===== src/rtl/score_keeper.sv =====
// score_keeper
//   Keeps the score for a DDR-style game. Hit and miss judgements come in as levels, and this
//   block edge-detects them into score and combo updates. It also runs the game FSM
//   (idle/play/done). The 9-bit score output feeds the 3-digit seven-segment display decoder.
//
// Build option:
//   SCORE_KEEPER_HIGH_SCORE_EN  when defined, keeps a high score that survives across games
//                               and flags a new record on game end. When undefined,
//                               high_score_o and new_record_o are tied to zero.
//
// Ports:
//   clk_i         system clock
//   reset_ni      synchronous active-low reset
//   start_i       level; rising edge starts a game (from idle or done)
//   hit_i         level; rising edge is one hit
//   miss_i        level; rising edge is one miss (wins over a simultaneous hit)
//   end_game_i    level; rising edge ends the game (wins over hit/miss that cycle)
//   score_o       current score, saturates at MAX_SCORE
//   combo_o       consecutive-hit count, saturates at all-ones
//   playing_o     high while in play
//   done_o        high while in done
//   high_score_o  best finished score since reset
//   new_record_o  high in done when the last game beat the previous high score
module score_keeper #(
  parameter int unsigned MAX_SCORE    = 511,
  parameter int unsigned COMBO_W      = 7,
  parameter int unsigned COMBO_THRESH = 4,
  parameter int unsigned BONUS        = 1
) (
  input  logic               clk_i,
  input  logic               reset_ni,
  input  logic               start_i,
  input  logic               hit_i,
  input  logic               miss_i,
  input  logic               end_game_i,
  output logic [8:0]         score_o,
  output logic [COMBO_W-1:0] combo_o,
  output logic               playing_o,
  output logic               done_o,
  output logic [8:0]         high_score_o,
  output logic               new_record_o
);

  typedef enum logic [1:0] {StIdle, StPlay, StDone} state_e;

  localparam logic [COMBO_W-1:0] ComboMax = '1;
  localparam logic [9:0]         MaxSum   = 10'(MAX_SCORE);
  localparam logic [9:0]         BonusPts = 10'(1 + BONUS);

  state_e state_q, state_d;

  logic start_q, hit_q, miss_q, end_game_q;
  logic start_rise, hit_rise, miss_rise, end_rise;

  logic [8:0]         score_q, score_d;
  logic [COMBO_W-1:0] combo_q, combo_d;
  logic [9:0]         pts, sum;

  assign start_rise = start_i & ~start_q;
  assign hit_rise   = hit_i & ~hit_q;
  assign miss_rise  = miss_i & ~miss_q;
  assign end_rise   = end_game_i & ~end_game_q;

  // A new game may start only from idle or done; a start edge during play is ignored.
  logic new_game;
  assign new_game = start_rise & (state_q != StPlay);

  // Game-ending edge. High-score bookkeeping keys off this signal.
  logic game_over;
  assign game_over = (state_q == StPlay) & end_rise;

  // State register
  always_ff @(posedge clk_i) begin
    if (!reset_ni) begin
      state_q <= StIdle;
    end else begin
      state_q <= state_d;
    end
  end

  // Next-state logic
  always_comb begin
    state_d = state_q;
    unique case (state_q)
      StIdle:  if (start_rise) state_d = StPlay;
      StPlay:  if (end_rise)   state_d = StDone;
      StDone:  if (start_rise) state_d = StPlay;
      default: state_d = StIdle;
    endcase
  end

  // FSM-decoded outputs
  always_comb begin
    playing_o = (state_q == StPlay);
    done_o    = (state_q == StDone);
  end

  // Score and combo next state. The bonus is decided from the combo value before this hit
  // is counted. The sum is 10 bits wide so the clamp sees any overflow past 511.
  always_comb begin
    score_d = score_q;
    combo_d = combo_q;
    pts     = (32'(combo_q) >= COMBO_THRESH) ? BonusPts : 10'd1;
    sum     = {1'b0, score_q} + pts;
    if (new_game) begin
      score_d = '0;
      combo_d = '0;
    end else if (state_q == StPlay && !end_rise) begin
      if (miss_rise) begin
        combo_d = '0;
      end else if (hit_rise) begin
        score_d = (sum > MaxSum) ? MaxSum[8:0] : sum[8:0];
        if (combo_q != ComboMax) combo_d = combo_q + 1'b1;
      end
    end
  end

  always_ff @(posedge clk_i) begin
    if (!reset_ni) begin
      start_q    <= 1'b0;
      hit_q      <= 1'b0;
      miss_q     <= 1'b0;
      end_game_q <= 1'b0;
      score_q    <= '0;
      combo_q    <= '0;
    end else begin
      start_q    <= start_i;
      hit_q      <= hit_i;
      miss_q     <= miss_i;
      end_game_q <= end_game_i;
      score_q    <= score_d;
      combo_q    <= combo_d;
    end
  end

  assign score_o = score_q;
  assign combo_o = combo_q;

`ifdef SCORE_KEEPER_HIGH_SCORE_EN
  logic [8:0] high_score_q, high_score_d;
  logic       new_record_q, new_record_d;

  always_comb begin
    high_score_d = high_score_q;
    new_record_d = new_record_q;
    if (new_game) begin
      new_record_d = 1'b0;
    end else if (game_over) begin
      if (score_q > high_score_q) begin
        high_score_d = score_q;
        new_record_d = 1'b1;
      end else begin
        new_record_d = 1'b0;
      end
    end
  end

  always_ff @(posedge clk_i) begin
    if (!reset_ni) begin
      high_score_q <= '0;
      new_record_q <= 1'b0;
    end else begin
      high_score_q <= high_score_d;
      new_record_q <= new_record_d;
    end
  end

  assign high_score_o = high_score_q;
  assign new_record_o = new_record_q;
`else
  logic unused_game_over;
  assign unused_game_over = game_over;
  assign high_score_o     = 9'd0;
  assign new_record_o     = 1'b0;
`endif

endmodule


===== config.mk =====
export PLATFORM = sky130hd
export DESIGN_NAME = score_keeper
export DESIGN_NICKNAME = d
export VERILOG_FILES = /design/src/rtl/score_keeper.sv
export SDC_FILE = /design/constraint.sdc
export NUM_CORES = 1
export LEC_CHECK = 0
export ABC_AREA = 1
export CAP_MARGIN = 20
export CORE_ASPECT_RATIO = 2
export CORE_UTILIZATION = 50
export CTS_BUF_LIST = sky130_fd_sc_hd__clkbuf_2 sky130_fd_sc_hd__clkbuf_4 sky130_fd_sc_hd__clkbuf_8
export CTS_CLUSTER_DIAMETER = 30
export DETAILED_ROUTE_END_ITERATION = 8
export PLACE_DENSITY = 0.88
export SLEW_MARGIN = 10
export SYNTH_ARGS = -nofsm -noshare
export SYNTH_HDL_FRONTEND = slang
export SYNTH_SLANG_ARGS = --single-unit

===== constraint.sdc =====
create_clock -name clk_i -period 2.79 [get_ports clk_i]
set_input_delay 0.279 -clock clk_i [delete_from_list [all_inputs] [get_ports clk_i]]
set_output_delay 0.279 -clock clk_i [all_outputs]
set_load 0.01 [all_outputs]

# After elaboration in Yosys (flattened, before gate mapping)

Index checks and enable logic that the tools add are counted.

Flip-flop bits (word level): 22
Bits in latches: 0
RAM bits: 0
Bits in read-only memories: 0
Word-level logic and storage cells: 46
Memories kept: 0

Add/sub/neg operators: 2
$mul: 0
Div/mod/pow operators: 0
Order comparisons: 2
Equal/unequal tests: 6
Shift-type cells: 0
Mux-type cells: 8
Bitwise gates (word level): 11
Reduce and logical (&&, ||, !) cells: 10

Operators by type and width:

| operator              | number |
|---|---|
| $mux W7               | 3 |
| $add A9 B2 Y10        | 1 |
| $gt A10 B9 Y1 const B | 1 |
| $mux W9               | 1 |
| $add A7 B1 Y7 const B | 1 |
| $ge A7 B3 Y1 const B  | 1 |
| $ne A7 B7 Y1 const B  | 1 |
| $mux W2               | 3 |
| $ne A2 B1 Y1 const B  | 3 |
| $not A1 Y1            | 6 |
| $reduce_and A3 Y1     | 2 |
| $and A1 B1 Y1         | 5 |
| $pmux W2 S2           | 1 |
| $reduce_bool A2 Y1    | 2 |
| $reduce_or A2 Y1      | 2 |
| $eq A2 B1 Y1 const B  | 1 |
| $eq A2 B2 Y1 const B  | 1 |
| $logic_not A2 Y1      | 1 |
| $reduce_and A2 Y1     | 1 |
| $logic_and A1 B1 Y1   | 1 |
| $logic_not A1 Y1      | 1 |

# Longest topological paths before layout

Gate-level depths: netlist (run 1).

Word-level depth: 5
Mapped depth: 14

# Worst setup path after synthesis (run 1)

Ideal clock, no wire load.

Kind: register to register
Start: reg combo_q[3], in the netlist combo_o[3]
End: reg score_q[6], in the netlist score_o[6]
Data arrival time: 1.887 ns
Slack: 0.788 ns
Stages on the path, launching flop included: 14
Buffers on the path: 0
Clock period less this slack: 2.002 ns
Path through: dfxtp_1 inv_1 nand4_1 inv_1 ha_1 inv_1 fa_1 inv_1 nand2_1 nor2_1 nand2_1 nand2_1 nand3_1 and2_1

Cells in the longest elaborated chain, start to end: 5

RTL lines:

| what                     | RTL line | RTL |
|---|---|---|
| start: declaration       | 56       | `logic [COMBO_W-1:0] combo_q, combo_d;` |
| start signal: assignment | 132      | `combo_q <= combo_d;` |
| $ge A7 B3 Y1 (*)         | 103      | `pts = (32'(combo_q) >= COMBO_THRESH) ? BonusPts : 10'd1;` |
| $mux W2 (*)              | 103      |  |
| $add A9 B2 Y10 (*)       | 104      | `sum = {1'b0, score_q} + pts;` |
| $gt A10 B9 Y1            | 112      | `score_d = (sum > MaxSum) ? MaxSum[8:0] : sum[8:0];` |
| $mux W9 (*)              | 112      |  |
| end signal: assignment   | 131      | `score_q <= score_d;` |
| end: declaration         | 55       | `logic [8:0] score_q, score_d;` |

Mark *: on every way between the ends. The rest lies on a longest branch, timed or not.
A chain may end at the register's enable or synchronous reset.

# Final worst setup path (run 1)

Start: reg combo_q[4], in the netlist combo_o[4]
End: reg score_q[6], in the netlist score_o[6]

The elaborated chain is that of the path after synthesis.

==> impl_metrics.csv, run 1 <==
group,metric,value,unit
drt,drt_iter0_drc,21,
setup_path,cp.required,2.95,ns
setup_path,cpMostUsedCell,"inv_1",
timing,min_period,2.177,ns
setup_path,critical_path_class,"flop to flop",
clock_network,path_clk_slew,0.08,ns
setup_path,cp_slowest_cell,"fa_1",
timing,rsz0062_at_grt,"false",
clock_network,cts_resized,0,
status,status,"completed",
placed_design,gp_congestion,0.8773,
clock_network,clk_latency,0.26,ns
pwr,finalPower,609.8,µW
synthesis,synth_area,1343,µm²
global_route,grt_pass1_wl,4.747,mm
clock_network,holdBufCountCts,0,
drt,drc,0,
synthesis,syn_area_per_cell,6.549,µm²
placed_design,port_buffers,23,
job,maxCapViolations,0,
floorplan,die_h,75.28,µm
cells_and_area,multi_input_area,710.7,µm²
setup_path,r2r-end,"score_o[6]$_SDFFE_PP0P_",
synthesis,post-synth-top-area-fraction,0.3281,
drt,drtAntennaViolNets,0,
synthesis,synth_cells,205,
floorplan,rows,26,
cells_and_area,diodes,0,
placed_design,dp_hpwl,2.282,mm
setup_path,regToRegSetupSlack,0.61,ns
global_route,grt_pass1_vias,1229,
cells_and_area,fillers,242,
hold_path,hold_class,"flop to flop",
timing,fin_ws,0.6132,ns
hold_path,hold_depth,2,
synthesis,yosys-top-cells-area,"dfxtp_1 (33%), nand2_1 (14%), inv_1 (9.8%)",
clock_network,cts_tree,"done",
floorplan,core_area,2537,µm²
timing,setup_violations,0,
synthesis,synthXorXnorAreaFrac,0.01957,
global_route,grt-ovfl-total,0,
synthesis,synth-seq-cells,22,
pwr,ir_worst_vdd,0.2879,mV
placed_design,post-place-ws,0.6364,ns
clock_network,h-tree-depth,1,
clock_network,post-cts-setup-buffer-count,0,
floorplan,dieArea,2909,µm²
timing,fmax,0.4594,GHz
cells_and_area,final_common_cell,"nand2_1",
floorplan,initial_core_util,0.5291,
pwr,p_leak,0.0006909,µW
synthesis,yosys_warnings,0,
drt,vias,1293,
cells_and_area,layout.area.seq,440.4,µm²
hold_path,hold_path_end,"combo_o[6]$_SDFFE_PP0P_",
global_route,antenna_found_initial,0,
clock_network,cts_made_buffers,3,
drt,vias_per_cell,5.012,
setup_path,critPathArrivalTime,2.34,ns
timing,finalCritPeriodShare,0.7802,
setup_path,slowest_delay,0.39,ns
global_route,grt_usage,0.2231,
clock_network,ctsLongestPathBuffers,2,
synthesis,synth_mux_area_frac,0,
cells_and_area,area_growth,19.94,%
setup_path,reg2reg_depth,13,
drt,routed_wl,2.834,mm
synthesis,seq_area_frac_synth,0.3281,
synthesis,synth-simple-area-share,0.3411,
timing,skew,0.001768,ns
floorplan,die_width,38.64,µm
pwr,power_density,378.7,nW/µm²
timing,drv_slew,0,
clock_network,cts_sinks,22,
synthesis,synth_adder_area_share,0.05219,
floorplan,ios,34,
cells_and_area,fin_nets,242,
cells_and_area,final_cell_mix,"nand2_1 (51), inv_1 (35), clkdlybuf4s50_1 (23)",
setup_path,crit_path_end_kind,"flop",
setup_path,rr_startpoint,"combo_o[4]$_SDFFE_PP0P_",
setup_path,crit_chain,"inv_1, nand4_1, inv_1, ha_1, inv_1, fa_1, inv_1, nand2_1, nor2_1, nand2_1, nand2_1, nand3_1, and2_1",
clock_network,cts_root_buffer,"clkbuf_8",
setup_path,cp-start-kind,"flop",
hold_path,worstHoldStart,"combo_o[6]$_SDFFE_PP0P_",
cells_and_area,layout-drive-gt1-share,0.05217,
synthesis,synth_cell_types,25,
global_route,grt_start_max_net_pins,15,
timing,fin_tns_setup,0,ns
synthesis,synth_top_family_by_area,"simple AND/OR/NAND/NOR gates",
drt,routedWlPerCell,10.98,µm
drt,detail_route.first_pass.iterations,5,
timing,hold_viol_final,0,
synthesis,synth_top_area_cell,"dfxtp_1",
synthesis,synth_compound_area_frac,0.08854,
setup_path,path_max_fanout,5,
layout make-up:
cell class,count,area share
clock buffers,4,0.03419
inverters,37,0.08625
multi-input cells,144,0.4413
flip-flops and latches,22,0.2735
well taps,28,0.02176
repair buffers,23,0.1430
critical path, delay by kind of cell (launching register included):
| kind | cells | cell delay [ns] |
|---|---|---|
| AND/OR/NAND/NOR | 7 | 0.80 |
| flip-flops | 1 | 0.35 |
| buffers and inverters | 4 | 0.35 |
| adder cells (fa/ha/maj) | 2 | 0.59 |
flip-flops by register name, indices dropped and copies added (netlist names):
register	count
score_o	9
combo_o	7
state_q	2
end_game_q	1
hit_q	1
miss_q	1
start_q	1
synthesized netlist by cell type:
master,number
nor2_1,22
nor2_2,2
nor3_1,1
nand2_2,1
a21oi_1,14
buf_6,1
nand2_4,1
nand2_1,51
and2_1,1
nand3_1,19
buf_4,10
o21bai_1,2
nor2_4,2
ha_1,4
xor2_1,3
nand4_1,4
o21ai_0,4
o21ai_1,1
fa_1,1
dfxtp_1,22
clkinv_1,1
inv_2,1
inv_1,35
conb_1,1
a21oi_2,1
through the flow:
| stage | util | instance area, µm² | instances | hold WS [ns] |
|---|---|---|---|---|
| after floorplan | - | 1376 | 214 | 0.3725 |
| after global placement | 0.6129 | 1555 | 254 | 0.4976 |
| after detailed placement | 0.6129 | 1555 | 254 | 0.5052 |
| after CTS | 0.6346 | 1610 | 258 | 0.5170 |
| after global routing | 0.6346 | 1610 | 258 | 0.5427 |
| final | 0.6346 | 1610 | 258 | 0.5108 |
layer usage:
layer / track usage / wire length, µm
met4: 0.1034 / 59
met2: 0.4426 / 1636
met5: 0 / 0
met3: 0.01770 / 75
met1: 0.2103 / 1063
report_power, final:
part           switching [µW]  internal (µW)  total (µW)
clock network             101            126         227
registers                3.39            319         323
logic                    39.4           20.8        60.3
total                     144            466         610
worst max-delay path by stage:
stage | startpoint | to | slack [ns] | depth (start not counted)
floorplan | combo_o[3]$_SDFFE_PP0P_ | score_o[6]$_SDFFE_PP0P_ | 0.79 | 13
global placement | combo_o[5]$_SDFFE_PP0P_ | score_o[6]$_SDFFE_PP0P_ | 0.73 | 13
detailed placement | combo_o[4]$_SDFFE_PP0P_ | score_o[6]$_SDFFE_PP0P_ | 0.64 | 13
CTS | combo_o[4]$_SDFFE_PP0P_ | score_o[6]$_SDFFE_PP0P_ | 0.61 | 13
global route | combo_o[5]$_SDFFE_PP0P_ | score_o[6]$_SDFFE_PP0P_ | 0.34 | 13
finish | combo_o[4]$_SDFFE_PP0P_ | score_o[6]$_SDFFE_PP0P_ | 0.61 | 13
cell families (layout without fill, tap and decap cells):
logic type | count (synthesis) | count (layout)
AOI/OAI and AO/OA | 22 | 22
xor gates and xnor gates | 3 | 3
adders and majority gates | 5 | 5
buffers and inverters | 48 | 64
DFF | 22 | 22
other | 1 | 10
and+or+nand+nor | 104 | 104
No activity file was read; power rests on OpenSTA's default activity.
==> run 2, diff against run 1 <==
Settings changed: CORE_UTILIZATION 50 to 45, PLACE_DENSITY 0.88 to 0.84.
Clock period 2.79 ns to 1.9 ns, I/O delays scaled along.
==> impl_metrics.csv, run 2 (same netlist as run 1, synthesis figures left out) <==
group,metric,value,unit
pwr,finalPower,1017,µW
timing,finalCritPeriodShare,0.9994,
global_route,grt_pass1_vias,1271,
setup_path,critPathArrivalTime,2.07,ns
setup_path,reg2reg_depth,13,
global_route,grt_start_max_net_pins,14,
cells_and_area,multi_input_area,739.5,µm²
clock_network,cts_tree,"done",
setup_path,critical_path_class,"flop to flop",
floorplan,initial_core_util,0.4788,
timing,min_period,1.899,ns
status,status,"completed",
floorplan,core_area,2804,µm²
cells_and_area,layout.area.seq,445.4,µm²
setup_path,r2r-end,"score_o[6]$_SDFFE_PP0P_",
setup_path,regToRegSetupSlack,0.001,ns
global_route,grt_usage,0.2226,
drt,routedWlPerCell,11.16,µm
setup_path,cp_slowest_cell,"fa_2",
global_route,antenna_found_initial,0,
drt,detail_route.first_pass.iterations,4,
clock_network,clk_latency,0.27,ns
placed_design,gp_congestion,0.7762,
clock_network,cts_root_buffer,"clkbuf_8",
cells_and_area,fillers,260,
cells_and_area,largest_reg_flops,9,
setup_path,crit_path_end_kind,"flop",
timing,setup_violations,0,
clock_network,holdBufCountCts,0,
drt,vias,1344,
drt,routed_wl,3.059,mm
clock_network,cts_made_buffers,3,
floorplan,rows,27,
drt,drc,0,
cells_and_area,area_growth,32.15,%
timing,fmax,0.5266,GHz
global_route,grt_pass1_wl,5.043,mm
floorplan,ios,34,
floorplan,dieArea,3219,µm²
pwr,power_density,573.1,nW/µm²
drt,drtAntennaViolNets,0,
cells_and_area,diodes,0,
hold_path,worstHoldStart,"hit_i",
cells_and_area,utilization,0.6328,
placed_design,port_buffers,23,
setup_path,crit_chain,"nor2_2, nand4_1, inv_1, ha_2, inv_2, fa_2, inv_2, nand2_4, nor2_4, nand2_1, nand2_1, nand3_1, and2_1",
hold_path,hold_class,"input port to flop",
timing,hold_viol_final,0,
global_route,grt-ovfl-total,0,
clock_network,ctsLongestPathBuffers,2,
pwr,ir_worst_vdd,0.5598,mV
job,maxCapViolations,0,
timing,rsz0062_at_grt,"true",
clock_network,h-tree-depth,1,
hold_path,hold_path_end,"hit_q$_SDFF_PN0_",
setup_path,path_max_fanout,4,
setup_path,rr_startpoint,"combo_o[6]$_SDFFE_PP0P_",
drt,vias_per_cell,4.905,
cells_and_area,fin_cells,274,
placed_design,dp_hpwl,2.339,mm
floorplan,die_width,40.62,µm
cells_and_area,fin_nets,257,
clock_network,path_clk_slew,0.08,ns
cells_and_area,layout-drive-gt1-share,0.1633,
cells_and_area,final_cell_mix,"nand2_1 (49), inv_1 (33), clkdlybuf4s50_1 (23)",
pwr,p_leak,0.0007926,µW
hold_path,hold_depth,3,
drt,drt_iter0_drc,25,
timing,drv_slew,0,
floorplan,die_h,79.25,µm
timing,skew,0.002310,ns
setup_path,cp-start-kind,"flop",
clock_network,cts_sinks,22,
setup_path,cp.required,2.07,ns
placed_design,dp.cells,265,
setup_path,slowest_delay,0.35,ns
cells_and_area,final_common_cell,"nand2_1",
[run 2: cell count changes in the layout (fill, tap and decap cells not counted), sizes merged]
cell and delta:
buf +15, clkbuf -1, bufinv +1
[run 2: critical path, delay by kind of cell, from the launching register on]
kind	cells	cell delay, ns
buffers and inverters	3	0.22
flip-flops	1	0.33
AND/OR/NAND/NOR	8	0.69
adder cells (fa/ha/maj)	2	0.54
[run 2: timing repair]
action,in CTS,in global routing
endpoints found under the setup margin,2,8
resized for setup,7,2
pin swaps,6,6
setup buffers,3,2
[run 2: how the worst max path moves through the flow]
stage / start / endpoint / slack, ns / depth (start not counted)
finish: combo_o[6]$_SDFFE_PP0P_ / score_o[6]$_SDFFE_PP0P_ / 0.001 / 13
global route: combo_o[6]$_SDFFE_PP0P_ / score_o[8]$_SDFFE_PP0P_ / -0.13 / 14
CTS: combo_o[6]$_SDFFE_PP0P_ / score_o[6]$_SDFFE_PP0P_ / -0.03 / 13
detailed placement: combo_o[5]$_SDFFE_PP0P_ / score_o[6]$_SDFFE_PP0P_ / -0.05 / 13
global placement: combo_o[5]$_SDFFE_PP0P_ / score_o[6]$_SDFFE_PP0P_ / 0.04 / 13
floorplan: combo_o[3]$_SDFFE_PP0P_ / score_o[6]$_SDFFE_PP0P_ / 0.03 / 13
[run 2: layout make-up]
cell class | count | area share
Clock buffer | 3 | 0.02327
Clock inverter | 1 | 0.01693
Inverter | 37 | 0.07828
Multi-Input combinational cell | 144 | 0.4168
Sequential cell | 22 | 0.2511
Tap cell | 29 | 0.02045
Timing Repair Buffer | 38 | 0.1932
[run 2: layer usage]
| layer | vias up | routed length (µm) | track usage |
|---|---|---|---|
| met5 | - | 0 | 0 |
| met4 | 0 | 76 | 0.1133 |
| met3 | 8 | 87 | 0.01676 |
| met2 | 35 | 1768 | 0.4127 |
| met1 | 610 | 1127 | 0.2163 |
| li1 | 691 | - | - |
[run 2: metrics by stage]
stage          hold WS (ns)  cell area (µm²)  setup TNS, ns  setup slack [ns]
3_3_place_gp         0.4932             1643              0           0.04287
6_report             0.4596             1774              0          0.001162
2_1_floorplan        0.2835             1388              0           0.02797
3_5_place_dp         0.4861             1643       -0.06108          -0.04716
4_1_cts              0.4616             1753       -0.02943          -0.02861
5_1_grt              0.4878             1774        -0.4412           -0.1317
[run 2: where the power goes]
part           total [µW]  leakage [µW]  internal (µW)  switching (µW)
sequential            473      0.000181            469            4.69
combinational        92.9      0.000576           34.1            58.8
clock                 451     0.0000357            282             169
